**config.mk**
```make
export PLATFORM = sky130hd
export DESIGN_NAME = multiple_bits_serial_subtractor
export DESIGN_NICKNAME = d
export VERILOG_FILES = /design/src/rtl/multiple_bits_serial_subtractor.sv
export SDC_FILE = /design/constraint.sdc
export NUM_CORES = 1
export LEC_CHECK = 0
export ABC_AREA = 1
export CAP_MARGIN = 10
export CORE_UTILIZATION = 53
export CTS_CLUSTER_DIAMETER = 100
export CTS_CLUSTER_SIZE = 14
export DETAILED_ROUTE_END_ITERATION = 8
export GPL_TIMING_DRIVEN = 0
export MAX_ROUTING_LAYER = met4
export PLACE_DENSITY = 0.82
export SLEW_MARGIN = 20
export SYNTH_ARGS = -nofsm -noshare
export SYNTH_HDL_FRONTEND = slang
export SYNTH_SLANG_ARGS = --single-unit
export TNS_END_PERCENT = 1
```
**constraint.sdc**
```tcl
create_clock -name Clk -period 2.15 [get_ports Clk]
set_clock_uncertainty 0.05 [all_clocks]
set_input_delay 0.215 -clock Clk [delete_from_list [all_inputs] [get_ports Clk]]
set_output_delay 0.215 -clock Clk [all_outputs]
set_load 0.005 [all_outputs]
```
**src/rtl/multiple_bits_serial_subtractor.sv**
```systemverilog
// Bit-serial subtractor: Difference = Minuend - Subtrahend - Borrow_in, LSB first, one bit per clock.
// Define SUB_OVERFLOW_EN to add the registered two's-complement Overflow output.
module multiple_bits_serial_subtractor #(
  parameter int WIDTH = 4
) (
  input  logic             Clk,
  input  logic             Rst,
  input  logic             Start,
  input  logic [WIDTH-1:0] Minuend,
  input  logic [WIDTH-1:0] Subtrahend,
  input  logic             Borrow_in,
  output logic [WIDTH-1:0] Difference,
  output logic             Borrow_out,
`ifdef SUB_OVERFLOW_EN
  output logic             Overflow,
`endif
  output logic             Busy,
  output logic             Done
);

  localparam int CNT_W = (WIDTH > 2) ? $clog2(WIDTH) : 1;
  localparam logic [CNT_W-1:0] CNT_LAST = CNT_W'(WIDTH - 1);

  typedef enum logic [1:0] {
    IDLE  = 2'b00,
    SHIFT = 2'b01,
    DONE  = 2'b10
  } state_t;

  state_t state, state_next;

  logic [WIDTH-1:0] a_sr;
  logic [WIDTH-1:0] b_sr;
  logic [WIDTH-2:0] res_sr;
  logic             br;
  logic [CNT_W-1:0] cnt;

  logic             load;
  logic             shift;
  logic             last;
  logic             d_bit;
  logic             br_next;

  // One-bit full subtractor: returns {borrow_out, difference}.
  function automatic logic [1:0] full_sub(input logic a, input logic b, input logic bin);
    logic d;
    logic bout;
    d    = a ^ b ^ bin;
    bout = (~a & b) | (~(a ^ b) & bin);
    return {bout, d};
  endfunction

  assign {br_next, d_bit} = full_sub(a_sr[0], b_sr[0], br);
  assign last             = (cnt == CNT_LAST);

  always_ff @(posedge Clk or posedge Rst) begin
    if (Rst) begin
      state <= IDLE;
    end else begin
      state <= state_next;
    end
  end

  // DONE accepts a new Start directly, giving back-to-back throughput.
  always_comb begin
    state_next = state;
    load       = 1'b0;
    shift      = 1'b0;
    case (state)
      IDLE: begin
        if (Start) begin
          load       = 1'b1;
          state_next = SHIFT;
        end
      end
      SHIFT: begin
        shift = 1'b1;
        if (last) begin
          state_next = DONE;
        end
      end
      DONE: begin
        if (Start) begin
          load       = 1'b1;
          state_next = SHIFT;
        end else begin
          state_next = IDLE;
        end
      end
      default: state_next = IDLE;
    endcase
  end

  assign Busy = (state == SHIFT);
  assign Done = (state == DONE);

  // Result bits enter from the MSB side; outputs are written only on the final bit.
  always_ff @(posedge Clk or posedge Rst) begin
    if (Rst) begin
      a_sr       <= '0;
      b_sr       <= '0;
      res_sr     <= '0;
      br         <= 1'b0;
      cnt        <= '0;
      Difference <= '0;
      Borrow_out <= 1'b0;
`ifdef SUB_OVERFLOW_EN
      Overflow   <= 1'b0;
`endif
    end else if (load) begin
      a_sr <= Minuend;
      b_sr <= Subtrahend;
      br   <= Borrow_in;
      cnt  <= '0;
    end else if (shift) begin
      a_sr   <= a_sr >> 1;
      b_sr   <= b_sr >> 1;
      res_sr <= (WIDTH-1)'({d_bit, res_sr} >> 1);
      br     <= br_next;
      cnt    <= cnt + CNT_W'(1);
      if (last) begin
        Difference <= {d_bit, res_sr};
        Borrow_out <= br_next;
`ifdef SUB_OVERFLOW_EN
        // On the last bit a_sr[0]/b_sr[0] are the operand sign bits.
        Overflow   <= (a_sr[0] ^ b_sr[0]) & (d_bit ^ a_sr[0]);
`endif
      end
    end
  end

endmodule

```
==> results.py <==
metrics = {
    "route": {
        "routed_via_density": 4.58,
        "wl_per_cell_um": 10.7,
        "vias": 733,
        "drt_iter0_drc": 8,
        "wl_mm": 1.71,
        "drt-pass1-iter-count": 2,
        "drc_errors": 0,
        "ant_nets": 0,
    },
    "final_layout": {
        "num-fill-cells": 133,
        "area_delta_synth_final_pct": 24.8,
        "antenna-diode-count": 0,
        "drive_above_1_share_pct": 8.89,
        "seq_area_um2": 526,
        "nets": 150,
        "multi_input_area_um2": 350,
    },
    "synth": {
        "ys_seq_area_share_pct": 54.8,
        "synth_area_um2": 958,
        "ys_types": 15,
        "ys.flop_type": "dfrtp_1",
        "yosysWarnings": 0,
        "synthCells": 113,
        "async_flop_share_pct": 100,
        "synth-edff-count": 0,
        "post_synth.cell_area_avg_um2": 8.48,
        "synth_top_area_share_pct": 54.8,
        "ys_top_cells_by_area": "dfrtp_1, nand2_1, inv_1, nand3_1, o21ai_0",
        "syn_nets": 127,
        "synth_top_area_cell": "dfrtp_1",
        "synth-seq-cells": 21,
        "yosysMostFrequentCell": "nand2_1",
        "synthTopCellsByCount": "nand2_1, dfrtp_1, inv_1",
    },
    "cts": {
        "clock_path_buffers": 2,
        "numCtsBuffers": 3,
        "cts_hold_buf": 0,
        "ctsResizeCount": 0,
        "cts.clk_slew.worst_paths_ns": 0.11,
        "post_cts_buffers": 0,
        "cts_tree": "done",
        "cts_root_buffer": "clkbuf_4",
        "clk_latency_ns": 0.30,
        "numClockSinks": 21,
        "htree_levels": 1,
    },
    "pwr": {
        "clockPowerShare_pct": 11.2,
        "seqPwrFrac_pct": 41.1,
        "combPwrFrac_pct": 47.7,
        "p_sw_share_pct": 39.7,
        "p_sw_w": 0.000655,
        "power_density_nw_per_um2": 1380,
        "cellLeakagePower_nw": 0.629,
        "vdd_drop_max_mv": 0.879,
        "intPower_w": 0.000996,
    },
    "critical_path": {
        "critPathArrivalTime_ns": 1.54,
        "critPathCaptureType": "primary output",
        "cp_max_fo": 10,
        "critical_path_class": "reg -> out",
        "critPathLaunchType": "flop",
        "required_ns": 1.88,
    },
    "global_route": {
        "overflow": 0,
        "grt_max_degree": 22,
        "gr-usage-all-layers_pct": 19.7,
        "grt_pass1_vias": 658,
        "grt_pass1_wl_mm": 2.74,
        "grt_antenna_before_repair": 0,
    },
    "floorplanning": {
        "initial_core_util_pct": 56.1,
        "die_w_um": 44.5,
        "pin_count": 19,
        "rows": 15,
        "core_area_um2": 1710,
        "die-area_um2": 1980,
        "die_h_um": 44.5,
    },
    "placement": {
        "port_buffers": 18,
        "gp_congestion": 0.712,
        "dp_hpwl_mm": 1.21,
    },
    "sta": {
        "post-route-period-util_pct": 83.9,
        "setup_viol": 0,
        "slew_violations": 0,
        "holdWs_ns": 0.306,
        "fmax_mhz": 554,
        "hold_violations": 0,
        "setup_tns_ns": 0,
        "rsz0062_at_grt": "no",
        "max_slew.worst_pin.slew_ns": 0.788,
        "final.min_clock_period_ns": 1.80,
        "relSlewSlack_pct": 47.4,
    },
    "outcome": {
        "status": "finished, final reports clean",
    },
    "flow_run": {
        "max_cap_viol_count": 0,
    },
    "hold_path": {
        "min_path_type": "in -> async",
    },
}
[logic make-up (layout without fill, tap and decap cells)]
family / count (synthesis) / in the layout / share of synthesized area [%]
compound gates: 10 / 10 / 5.22
fa+ha+maj: 2 / 2 / 3.39
buf+inv: 20 / 42 / 8.62
flops: 21 / 21 / 54.8
simple gates: 60 / 60 / 27.9
[layout by cell type, fill, tap and decap left out, drive strengths merged]
cell type | netlist | layout
a21oi | 1 | 1
clkdlybuf4s50 | 0 | 18
inv | 19 | 19
fa | 1 | 1
dfrtp | 21 | 21
buf | 1 | 1
clkbuf | 0 | 4
nand2 | 46 | 46
nand3 | 8 | 8
nor2 | 6 | 6
ha | 1 | 1
o21ai | 9 | 9
[path summary, 6_finish.rpt]
check | startpoint | end | slack [ns] | cells past startpoint
worst max register to register | a_sr[0]$_DFFE_PP0P_ | res_sr[2]$_DFFE_PP0P_ | 0.86 | 3
worst max-delay path | state[0]$_DFFE_PP0P_ | Busy | 0.35 | 4
max in group asynchronous | Rst | b_sr[3]$_DFFE_PP0P_ | 1.26 | 2
min in group Clk | Minuend[3] | a_sr[3]$_DFFE_PP0P_ | 0.41 | 3
worst min-delay path | Rst | cnt[0]$_DFFE_PP0P_ | 0.31 | 2
worst min register to register | a_sr[3]$_DFFE_PP0P_ | a_sr[3]$_DFFE_PP0P_ | 0.44 | 2
[worst max-delay path: stages, from the launching register on]
cell	delay [ns]
dfrtp_1	0.36
buf_6	0.16
inv_2	0.07
nor2_4	0.13
clkdlybuf4s50_1	0.52
[state kept, by name, summed over array words and instances (netlist names)]
| register | cells |
|---|---|
| Difference | 4 |
| a_sr | 4 |
| b_sr | 4 |
| res_sr | 3 |
| cnt | 2 |
| state | 2 |
| Borrow_out | 1 |
| br | 1 |
[power groups by stage]
stage          sequential, W  combinational, W  clock [W]
2_1_floorplan       0.000672          0.000540          0
3_3_place_gp        0.000680          0.000776          0
3_5_place_dp        0.000687          0.000792          0
4_1_cts             0.000680          0.000803   0.000194
5_1_grt             0.000702          0.000899   0.000205
6_report            0.000679          0.000787   0.000185
[per-stage QoR]
step                setup WS, ns  power, W  utilization [%]  instance area (um2)  instances
finish                     0.345   0.00165             70.0                 1200        160
global route               0.278   0.00181             70.0                 1200        160
CTS                        0.326   0.00168             70.0                 1200        160
detailed placement         0.674   0.00148             68.5                 1170        156
global placement           0.696   0.00146             68.5                 1170        156
floorplan                  0.948   0.00121                -                  958        113
[cell type report]
cell class,count,share of cell area (%)
Sequential cell,21,43.9
Inverter,19,5.96
Clock buffer,4,2.20
Tap cell,25,2.62
Multi-Input combinational cell,72,29.3
Timing Repair Buffer,18,15.1
Buffer,1,0.941
[layer usage]
layer  track usage (%)  wire, um  vias to the layer above
met3              3.67        55                        4
met5                 -         0                        -
met4              7.27        20                        0
met2              30.9       820                       11
li1                  -         -                      385
met1              25.4       810                      333
(Power assumes the default switching activity.)
